**config.mk**
```make
export PLATFORM = sky130hd
export DESIGN_NAME = bit_stuffer_hs
export DESIGN_NICKNAME = d
export VERILOG_FILES = /design/src/rtl/bit_stuffer_hs.sv
export SDC_FILE = /design/constraint.sdc
export NUM_CORES = 1
export LEC_CHECK = 0
export CAP_MARGIN = 20
export CORE_AREA = 10 10 47 49
export DETAILED_ROUTE_END_ITERATION = 8
export DIE_AREA = 0 0 57 59
export GPL_TIMING_DRIVEN = 1
export MAX_ROUTING_LAYER = met4
export PLACE_DENSITY = 0.72
export SETUP_SLACK_MARGIN = 0.15
export SYNTH_ARGS = -nofsm -noshare
export SYNTH_HDL_FRONTEND = slang
export SYNTH_HIERARCHICAL = 1
export SYNTH_SLANG_ARGS = --single-unit
```
**constraint.sdc**
```tcl
create_clock -name clk -period 2.9 [get_ports clk]
set_input_delay 0.58 -clock clk [delete_from_list [all_inputs] [get_ports clk]]
set_output_delay 0.58 -clock clk [all_outputs]
set_load 0.02 [all_outputs]
```
**src/rtl/bit_stuffer_hs.sv**
```systemverilog
// Serial bit stuffer with valid/ready on both sides, frame-aware, configurable run length and polarity.
// Optional opening/closing flag generation is enabled by defining BITSTUFF_FLAG_EN.

module bit_stuffer_hs_chk #(
    parameter int STUFF_BIT = 0
) (
    input  logic clk,
    input  logic rst,
    input  logic in_ready,
    input  logic out_valid,
    input  logic out_ready,
    input  logic out_data,
    input  logic out_last,
    input  logic out_stuffed,
    input  logic out_flag
);
    a_stall_hold: assert property (@(posedge clk) disable iff (!rst)
        (out_valid && !out_ready) |=> (out_valid && $stable(out_data) && $stable(out_last)
                                       && $stable(out_stuffed) && $stable(out_flag)));

    a_stuff_value: assert property (@(posedge clk) disable iff (!rst)
        (out_valid && out_stuffed) |-> (out_data == 1'(STUFF_BIT)));

    a_ready_only_on_load: assert property (@(posedge clk) disable iff (!rst)
        in_ready |-> (!out_valid || out_ready));

    a_flag_not_stuffed: assert property (@(posedge clk) disable iff (!rst)
        (out_valid && out_flag) |-> !out_stuffed);
endmodule

module bit_stuffer_hs #(
    parameter int RUN_LEN   = 5,
    parameter int STUFF_BIT = 0,
    parameter int CNT_W     = $clog2(RUN_LEN + 1)
) (
    input  logic clk,
    input  logic rst,
    input  logic in_valid,
    output logic in_ready,
    input  logic in_data,
    input  logic in_last,
    output logic out_valid,
    input  logic out_ready,
    output logic out_data,
    output logic out_last,
    output logic out_stuffed,
    output logic out_flag
);
    typedef enum logic [2:0] {
        IDLE       = 3'd0,
        DATA       = 3'd1,
        STUFF      = 3'd2
`ifdef BITSTUFF_FLAG_EN
        ,
        OPEN_FLAG  = 3'd3,
        CLOSE_FLAG = 3'd4
`endif
    } state_t;

    localparam logic             STUFF_L = 1'(STUFF_BIT);
    localparam logic [CNT_W-1:0] RUN_MAX = CNT_W'(RUN_LEN);

`ifdef BITSTUFF_FLAG_EN
    localparam int                FLAG_LEN       = RUN_LEN + 3;
    localparam int                FLAG_W         = $clog2(FLAG_LEN);
    localparam logic [FLAG_W-1:0] FLAG_END       = FLAG_W'(FLAG_LEN - 1);
    localparam state_t            END_STATE      = CLOSE_FLAG;
    localparam logic              LAST_ON_DATA   = 1'b0;
    localparam logic              ACCEPT_IN_IDLE = 1'b0;

    // Flag is STUFF_BIT, RUN_LEN+1 copies of ~STUFF_BIT, STUFF_BIT.
    function automatic logic flag_bit(input logic [FLAG_W-1:0] idx);
        if (idx == {FLAG_W{1'b0}} || idx == FLAG_END) begin
            return STUFF_L;
        end else begin
            return ~STUFF_L;
        end
    endfunction
`else
    localparam state_t            END_STATE      = IDLE;
    localparam logic              LAST_ON_DATA   = 1'b1;
    localparam logic              ACCEPT_IN_IDLE = 1'b1;
`endif

    state_t           state_r, state_nxt_s;
    logic [CNT_W-1:0] run_r, run_nxt_s, run_upd_s;
    logic             last_pend_r, last_pend_nxt_s;
    logic             out_valid_r, valid_nxt_s;
    logic             out_data_r, data_nxt_s;
    logic             out_last_r, last_nxt_s;
    logic             out_stuffed_r, stuffed_nxt_s;
    logic             load_s, accept_s, hit_s, data_st_s, in_ready_s;
`ifdef BITSTUFF_FLAG_EN
    logic              out_flag_r, flag_nxt_s;
    logic [FLAG_W-1:0] flag_idx_r, flag_idx_nxt_s;
`endif

    assign load_s    = !out_valid_r || out_ready;
    assign run_upd_s = (in_data == ~STUFF_L) ? (run_r + CNT_W'(1)) : {CNT_W{1'b0}};
    assign hit_s     = (run_upd_s == RUN_MAX);
    assign accept_s  = in_valid && in_ready_s;

    // States in which an upstream bit may be taken.
    always_comb begin
        case (state_r)
            IDLE:    data_st_s = ACCEPT_IN_IDLE;
            DATA:    data_st_s = 1'b1;
            default: data_st_s = 1'b0;
        endcase
    end

    // Upstream ready follows the output register's load enable; held low in reset.
    always_comb begin
        if (rst && load_s && data_st_s) begin
            in_ready_s = 1'b1;
        end else begin
            in_ready_s = 1'b0;
        end
    end

    // Next-state and next-output computation; everything holds while the output stalls.
    always_comb begin
        state_nxt_s     = state_r;
        run_nxt_s       = run_r;
        last_pend_nxt_s = last_pend_r;
        valid_nxt_s     = out_valid_r;
        data_nxt_s      = out_data_r;
        last_nxt_s      = out_last_r;
        stuffed_nxt_s   = out_stuffed_r;
`ifdef BITSTUFF_FLAG_EN
        flag_nxt_s      = out_flag_r;
        flag_idx_nxt_s  = flag_idx_r;
`endif
        if (load_s) begin
            valid_nxt_s   = 1'b0;
            data_nxt_s    = 1'b0;
            last_nxt_s    = 1'b0;
            stuffed_nxt_s = 1'b0;
`ifdef BITSTUFF_FLAG_EN
            flag_nxt_s    = 1'b0;
`endif
            case (state_r)
                IDLE, DATA: begin
                    if (accept_s) begin
                        valid_nxt_s = 1'b1;
                        data_nxt_s  = in_data;
                        if (hit_s) begin
                            // The frame's last bit may trigger a stuff; the stuff then closes it.
                            state_nxt_s     = STUFF;
                            run_nxt_s       = {CNT_W{1'b0}};
                            last_pend_nxt_s = in_last;
                        end else if (in_last) begin
                            state_nxt_s = END_STATE;
                            run_nxt_s   = {CNT_W{1'b0}};
                            last_nxt_s  = LAST_ON_DATA;
                        end else begin
                            state_nxt_s = DATA;
                            run_nxt_s   = run_upd_s;
                        end
`ifdef BITSTUFF_FLAG_EN
                    end else if (state_r == IDLE && in_valid) begin
                        state_nxt_s = OPEN_FLAG;
`endif
                    end else begin
                        state_nxt_s = state_r;
                    end
                end
                STUFF: begin
                    valid_nxt_s     = 1'b1;
                    data_nxt_s      = STUFF_L;
                    stuffed_nxt_s   = 1'b1;
                    last_nxt_s      = last_pend_r && LAST_ON_DATA;
                    last_pend_nxt_s = 1'b0;
                    if (last_pend_r) begin
                        state_nxt_s = END_STATE;
                    end else begin
                        state_nxt_s = DATA;
                    end
                end
`ifdef BITSTUFF_FLAG_EN
                OPEN_FLAG: begin
                    valid_nxt_s = 1'b1;
                    data_nxt_s  = flag_bit(flag_idx_r);
                    flag_nxt_s  = 1'b1;
                    if (flag_idx_r == FLAG_END) begin
                        state_nxt_s    = DATA;
                        flag_idx_nxt_s = {FLAG_W{1'b0}};
                    end else begin
                        flag_idx_nxt_s = flag_idx_r + FLAG_W'(1);
                    end
                end
                CLOSE_FLAG: begin
                    valid_nxt_s = 1'b1;
                    data_nxt_s  = flag_bit(flag_idx_r);
                    flag_nxt_s  = 1'b1;
                    last_nxt_s  = (flag_idx_r == FLAG_END);
                    if (flag_idx_r == FLAG_END) begin
                        state_nxt_s    = IDLE;
                        flag_idx_nxt_s = {FLAG_W{1'b0}};
                    end else begin
                        flag_idx_nxt_s = flag_idx_r + FLAG_W'(1);
                    end
                end
`endif
                default: begin
                    state_nxt_s     = IDLE;
                    run_nxt_s       = {CNT_W{1'b0}};
                    last_pend_nxt_s = 1'b0;
                end
            endcase
        end else begin
            state_nxt_s = state_r;
        end
    end

    // State and output registers.
    always_ff @(posedge clk or negedge rst) begin
        if (!rst) begin
            state_r       <= IDLE;
            run_r         <= {CNT_W{1'b0}};
            last_pend_r   <= 1'b0;
            out_valid_r   <= 1'b0;
            out_data_r    <= 1'b0;
            out_last_r    <= 1'b0;
            out_stuffed_r <= 1'b0;
`ifdef BITSTUFF_FLAG_EN
            out_flag_r    <= 1'b0;
            flag_idx_r    <= {FLAG_W{1'b0}};
`endif
        end else begin
            state_r       <= state_nxt_s;
            run_r         <= run_nxt_s;
            last_pend_r   <= last_pend_nxt_s;
            out_valid_r   <= valid_nxt_s;
            out_data_r    <= data_nxt_s;
            out_last_r    <= last_nxt_s;
            out_stuffed_r <= stuffed_nxt_s;
`ifdef BITSTUFF_FLAG_EN
            out_flag_r    <= flag_nxt_s;
            flag_idx_r    <= flag_idx_nxt_s;
`endif
        end
    end

    assign in_ready    = in_ready_s;
    assign out_valid   = out_valid_r;
    assign out_data    = out_data_r;
    assign out_last    = out_last_r;
    assign out_stuffed = out_stuffed_r;
`ifdef BITSTUFF_FLAG_EN
    assign out_flag    = out_flag_r;
`else
    assign out_flag    = 1'b0;
`endif

    bit_stuffer_hs_chk #(.STUFF_BIT(STUFF_BIT)) u_chk (
        .clk         (clk),
        .rst         (rst),
        .in_ready    (in_ready_s),
        .out_valid   (out_valid_r),
        .out_ready   (out_ready),
        .out_data    (out_data_r),
        .out_last    (out_last_r),
        .out_stuffed (out_stuffed_r),
        .out_flag    (out_flag)
    );
endmodule
```
==> impl_metrics.env, run 1 <==
export IMPL_seqPwrFrac_pct=42.9
export IMPL_finalSetupViolCount=0
export IMPL_netSwitchingFraction_pct=28.2
export IMPL_syn_to_final_growth_pct=30.1
export IMPL_crit_arrival_ns=1.67
export IMPL_hold_ws_ns=0.482
export IMPL_cts_buffers=3
export IMPL_rsz0062_at_grt="no"
export IMPL_fill_cells=148
export IMPL_cp_required_ns=2.32
export IMPL_hold_path_class="flop to flop"
export IMPL_dp_hpwl_um=1000
export IMPL_slew_viol_final=0
export IMPL_synth_cell_types=28
export IMPL_antenna_found_initial=0
export IMPL_h_tree_depth=1
export IMPL_outcome="finished, final reports clean"
export IMPL_fin_worst_skew_ns=0.00138
export IMPL_start_util_pct=40.1
export IMPL_layout_common_cells="dfrtp_1 (10), clkdlybuf4s50_1 (9), nor2_1 (7)"
export IMPL_fp_coreArea_um2=1400
export IMPL_routed_wl_um=1320
export IMPL_synth_cells=62
export IMPL_clock_root_buffer="clkbuf_4"
export IMPL_path_clk_slew_ns=0.06
export IMPL_ys_warnings_count=6
export IMPL_p_sw_mw=0.108
export IMPL_critPathMaxFanout=3
export IMPL_max_freq_mhz=444
export IMPL_first_pass_iters=4
export IMPL_grt_start_max_net_pins=13
export IMPL_port_buffers=10
export IMPL_ir_drop_uv=271
export IMPL_first_global_vias=520
export IMPL_cts_sinks=10
export IMPL_synth_seq_area_share_pct=44.5
export IMPL_final_common_cell="dfrtp_1"
export IMPL_worst_path_max_delay_cell="clkdlybuf4s50_1"
export IMPL_crit_type="primary input to output port"
export IMPL_vias_per_cell=5.27
export IMPL_diodes=0
export IMPL_drive_above_1_share_pct=11.7
export IMPL_fp_dieArea_um2=3360
export IMPL_crit_family="buffers and inverters"
export IMPL_wl_per_cell_um=14.2
export IMPL_power_frac_clock_pct=32.6
export IMPL_clk_path_buf_depth=2
export IMPL_syn_avg_cell_area_um2=9.06
export IMPL_first_iter_violations=14
export IMPL_power_density_nw_per_um2=524
export IMPL_ys_ff_latch=10
export IMPL_die_w_um=57
export IMPL_setup_tns_ns=0
export IMPL_critPathMaxStageDelay_ns=0.47
export IMPL_clkLatencyLatePin_ns=0.27
export IMPL_power_leakage_nw=0.329
export IMPL_design_area_um2=731
export IMPL_syn_cell_area_um2=562
export IMPL_drc=0
export IMPL_track_usage_pct=9.06
export IMPL_maxCapViolations=0
export IMPL_pin_count=12
export IMPL_startpoint_type="primary input"
export IMPL_synth_fp_nets=69
export IMPL_cts_setup_buffers=0
export IMPL_gp_congestion=0.893
export IMPL_cts_tree="yes"
export IMPL_vias=490
export IMPL_holdBufCountCts=0
export IMPL_hold_viol_final=0
export IMPL_grt_pass1_wl_um=2310
export IMPL_nNetsFinal=85
export IMPL_layout_min_cycle_time_ns=2.25
export IMPL_end_kind="output port"
export IMPL_die_y_um=59
export IMPL_row_count=14
export IMPL_crit_buf_inv=2
export IMPL_pre_cts_slack_ns=0.277
export IMPL_antenna_left=0
export IMPL_fin_ws_ns=0.649
export IMPL_combPwrFrac_pct=24.5
export IMPL_p_int_mw=0.275
export IMPL_worstPathCellList="clkdlybuf4s50_1, nor2b_1, and2_1, dlymetal6s2s_1"
export IMPL_placed_area_um2=692
export IMPL_finalCritPeriodShare_pct=77.6
export IMPL_grt_overflow=0
## area by class of cell
class                   instances  area, µm²  area share [%]
multi-input cells              48        292            39.9
well taps                      16       20.0            2.74
repair buffers                 13        125            17.1
clock buffers                   4       36.3            4.97
inverters                       2       7.51            1.03
flip-flops and latches         10        250            34.2
## registers in the layout, summed over array words and instances, names as in the netlist
name,count
last_pend_r,1
out_stuffed,1
out_data,1
state_r,2
out_valid,1
out_last,1
run_r,3
## path summary, 6_finish.rpt
kind,cells after the start,slack [ns],endpoint,startpoint
min in group asynchronous,2,0.63,run_r[0],rst
hold / removal,2,0.48,out_stuffed,out_stuffed
setup / recovery,4,0.65,in_ready,rst
max in group asynchronous,2,2.11,out_last,rst
setup reg to reg,5,1.35,last_pend_r,run_r[0]
hold reg to reg,2,0.48,out_stuffed,out_stuffed
## logic make-up after synthesis
family	Yosys count	share of synthesized area, %
AOI/OAI and AO/OA	12	12.9
adders and majority gates	1	2.23
and+or+nand+nor	32	32.7
muxes	1	1.78
DFF	10	44.5
buffers and inverters	4	3.56
xor gates and xnor gates	1	1.56
other	1	0.668
## through the flow
stage          total power, mW  cells  utilization (%)
2_1_floorplan            0.223     62                -
3_3_place_gp             0.259     89             49.4
3_5_place_dp             0.261     89             49.4
4_1_cts                  0.391     93             52.0
5_1_grt                  0.407     93             52.1
6_report                 0.383     93             52.1
## metal layers
metal	routed length, µm	up-vias	GRT usage (%)	part of all wire (%)
met5	0	-	-	0
met4	21	0	5.03	1.6
met3	48	4	2.79	3.6
met2	658	14	14.4	50
met1	591	225	9.88	45
li1	-	247	-	-
## power by group through the flow
| stage | clock (mW) | sequential (mW) | combinational (mW) |
|---|---|---|---|
| floorplan | 0 | 0.171 | 0.0521 |
| global placement | 0 | 0.166 | 0.0927 |
| detailed placement | 0 | 0.167 | 0.0935 |
| CTS | 0.132 | 0.164 | 0.0948 |
| global route | 0.137 | 0.166 | 0.104 |
| finish | 0.125 | 0.164 | 0.0937 |
## synth_stat cells
master,n,area share (%)
nor3_4,1,2.9
xor2_1,1,1.6
and2_1,1,1.1
conb_1,1,0.67
and2b_1,1,1.3
a21oi_1,4,3.6
dfrtp_1,10,45
nand2b_1,2,2.2
or2b_1,1,1.3
nand2_1,6,4.0
buf_2,1,0.89
a22oi_1,1,1.3
o22ai_1,1,1.1
nand4_1,3,3.3
nor2b_1,4,4.5
nand3_2,1,1.8
buf_4,1,1.3
inv_1,2,1.3
nor2_1,7,4.7
a311oi_1,1,1.6
o21ai_0,3,2.7
ha_1,1,2.2
mux2i_1,1,1.8
or3_1,1,1.1
a32o_1,1,1.8
o21ai_1,1,0.89
nand3_1,2,1.8
nand3b_1,2,2.7
## what timing repair did
item,in CTS,in global routing
hold endpoints to repair,0,0
setup endpoints to repair,0,1
gates resized for setup,0,1
## worst reg2reg max path, stage by stage, from the launching register on
cell and delay [ns]:
dfrtp_1 0.41, ha_1 0.25, xor2_1 0.23, nand3_2 0.15, or3_1 0.37, nand3_1 0.09
Power figures use the tool's default switching activity.
==> run 2: changes to the inputs <==
==> constraint.sdc (replaced) <==
create_clock -name clk -period 2.3 [get_ports clk]
set_input_delay 0.46 -clock clk [delete_from_list [all_inputs] [get_ports clk]]
set_output_delay 0.46 -clock clk [all_outputs]
set_load 0.02 [all_outputs]
==> run 2 against run 1 <==
Against the previous run:
- sequential power grew 26%
- register-to-register slack got worse by 0.63 ns
- sequential share of layout area increased by 0.12 points
- clock skew increased by 0.011 ns
- design area down 0.34%
- flip-flop and latch count did not move
- worst hold slack worse by 0.010 ns
- clock-buffer cell count did not move
- via count increased by 2.7%
- largest cell class unchanged
- largest power group unchanged
==> impl_metrics.env, run 2 (synthesis gave the netlist of run 1 again) <==
export IMPL_finalSetupViolCount=0
export IMPL_diodes=0
export IMPL_gp_congestion=0.878
export IMPL_regMostFlops="run_r"
export IMPL_cp_required_ns=1.84
export IMPL_row_count=14
export IMPL_clk_path_buf_depth=2
export IMPL_hold_viol_final=0
export IMPL_first_iter_violations=9
export IMPL_die_w_um=57
export IMPL_nNetsFinal=85
export IMPL_critPathMaxFanout=2
export IMPL_combPwrFrac_pct=24.3
export IMPL_finalCoreUtilization_pct=52.0
export IMPL_holdBufCountCts=0
export IMPL_setup_tns_ns=0
export IMPL_met3_usage_pct=4.94
export IMPL_cts_setup_buffers=0
export IMPL_drive_above_1_share_pct=11.7
export IMPL_p_sw_mw=0.137
export IMPL_die_y_um=59
export IMPL_layout_min_cycle_time_ns=2.04
export IMPL_first_pass_iters=4
export IMPL_pin_count=12
export IMPL_antenna_found_initial=0
export IMPL_ir_drop_uv=449
export IMPL_critPathMaxStageDelay_ns=0.48
export IMPL_power_mw=0.483
export IMPL_start_util_pct=40.1
export IMPL_grt_overflow=0
export IMPL_max_freq_mhz=490
export IMPL_pre_cts_slack_ns=-0.0509
export IMPL_largest_reg_flops=3
export IMPL_slew_viol_final=0
export IMPL_cts_buffers=3
export IMPL_fin_ws_ns=0.259
export IMPL_path_clk_slew_ns=0.06
export IMPL_cts_tree="yes"
export IMPL_grt_pass1_wl_um=2390
export IMPL_syn_to_final_growth_pct=29.6
export IMPL_fp_dieArea_um2=3360
export IMPL_worstPathCellList="clkdlybuf4s50_1, nor2b_1, and2_1, clkdlybuf4s15_1"
export IMPL_vias_per_cell=5.41
export IMPL_grt_busiest_layer="met2"
export IMPL_crit_family="buffers and inverters"
export IMPL_fin_worst_skew_ns=0.0128
export IMPL_p_int_mw=0.346
export IMPL_rsz0062_at_grt="no"
export IMPL_seqPwrFrac_pct=42.8
export IMPL_outcome="finished, final reports clean"
export IMPL_port_buffers=10
export IMPL_end_kind="output port"
export IMPL_slew_headroom_pct=55.1
export IMPL_finalCritPeriodShare_pct=88.8
export IMPL_startpoint_type="primary input"
export IMPL_crit_arrival_ns=1.58
export IMPL_vias=503
export IMPL_met1_usage_pct=10.5
export IMPL_largestRegisters="run_r x3, state_r x2"
export IMPL_hold_path_class="flop to flop"
export IMPL_final_common_cell="dfrtp_1"
export IMPL_dp_hpwl_um=974
export IMPL_power_leakage_nw=0.318
export IMPL_met2_usage_pct=13.3
export IMPL_antenna_left=0
export IMPL_ctsResizeCount=1
export IMPL_worst_pin_slew_ns=0.673
export IMPL_wl_per_cell_um=13.3
export IMPL_track_usage_pct=9.03
export IMPL_cts_sinks=10
export IMPL_crit_type="primary input to output port"
export IMPL_drc=0
export IMPL_worst_path_max_delay_cell="clkdlybuf4s50_1"
export IMPL_power_density_nw_per_um2=663
export IMPL_clock_root_buffer="clkbuf_4"
export IMPL_netSwitchingFraction_pct=28.5
export IMPL_clkLatencyLatePin_ns=0.27
export IMPL_first_global_vias=513
export IMPL_grt_start_max_net_pins=13
export IMPL_fp_coreArea_um2=1400
export IMPL_maxCapViolations=0
export IMPL_layout_common_cells="dfrtp_1 (10), clkdlybuf4s50_1 (9), nor2_1 (7)"
export IMPL_routed_wl_um=1240
export IMPL_crit_buf_inv=2
export IMPL_h_tree_depth=1
export IMPL_power_frac_clock_pct=32.9
[run 2: cell count changes in the layout (fill, tap and decap cells not counted), sizes merged]
cell / delta
clkdlybuf4s15: +1
dlymetal6s2s: -1
[run 2: final cells by class]
| type | instances | area (µm²) |
|---|---|---|
| Inverter | 2 | 7.51 |
| Clock buffer | 4 | 36.3 |
| Timing Repair Buffer | 13 | 123 |
| Fill cell | 145 | 673 |
| Sequential cell | 10 | 250 |
| Tap cell | 16 | 20.0 |
| Multi-Input combinational cell | 48 | 292 |
[run 2: final timing paths]
| kind | from | to | slack (ns) | cells past startpoint |
|---|---|---|---|---|
| setup / recovery | rst | in_ready | 0.26 | 4 |
| hold / removal | out_stuffed | out_stuffed | 0.47 | 2 |
| setup reg to reg | run_r[0] | last_pend_r | 0.72 | 5 |
| hold reg to reg | out_stuffed | out_stuffed | 0.47 | 2 |
| max in group asynchronous | rst | state_r[0] | 1.62 | 2 |
| min in group asynchronous | rst | state_r[1] | 0.51 | 2 |
[run 2: power by group through the flow]
stage                     Combinational [mW]  Sequential (mW)  Clock, mW
final                                  0.117            0.207      0.159
after global routing                   0.131            0.211      0.178
after CTS                              0.118            0.207      0.164
after detailed placement               0.119            0.210          0
after global placement                 0.116            0.209          0
after floorplan                       0.0656            0.215          0
[run 2: worst register-to-register path, stage by stage (launching register included)]
cell and delay (ns):
dfrtp_1 0.41, ha_1 0.34, nor2_1 0.15, nand3_2 0.14, or3_1 0.37, nand3_1 0.10
[run 2: stage by stage]
| stage | std cells | cell area (µm²) | hold slack [ns] |
|---|---|---|---|
| floorplan | 62 | 562 | 0.164 |
| finish | 93 | 728 | 0.472 |
| detailed placement | 89 | 692 | 0.461 |
| global placement | 89 | 692 | 0.459 |
| CTS | 93 | 727 | 0.479 |
| global route | 93 | 728 | 0.512 |
[run 2: metal layers]
| layer | wire [µm] | part of all wire, % | vias up |
|---|---|---|---|
| met5 | 0 | 0 | - |
| met4 | 4 | 0.32 | 0 |
| met3 | 93 | 7.5 | 2 |
| met2 | 579 | 47 | 17 |
| met1 | 564 | 45 | 237 |
| li1 | - | - | 247 |
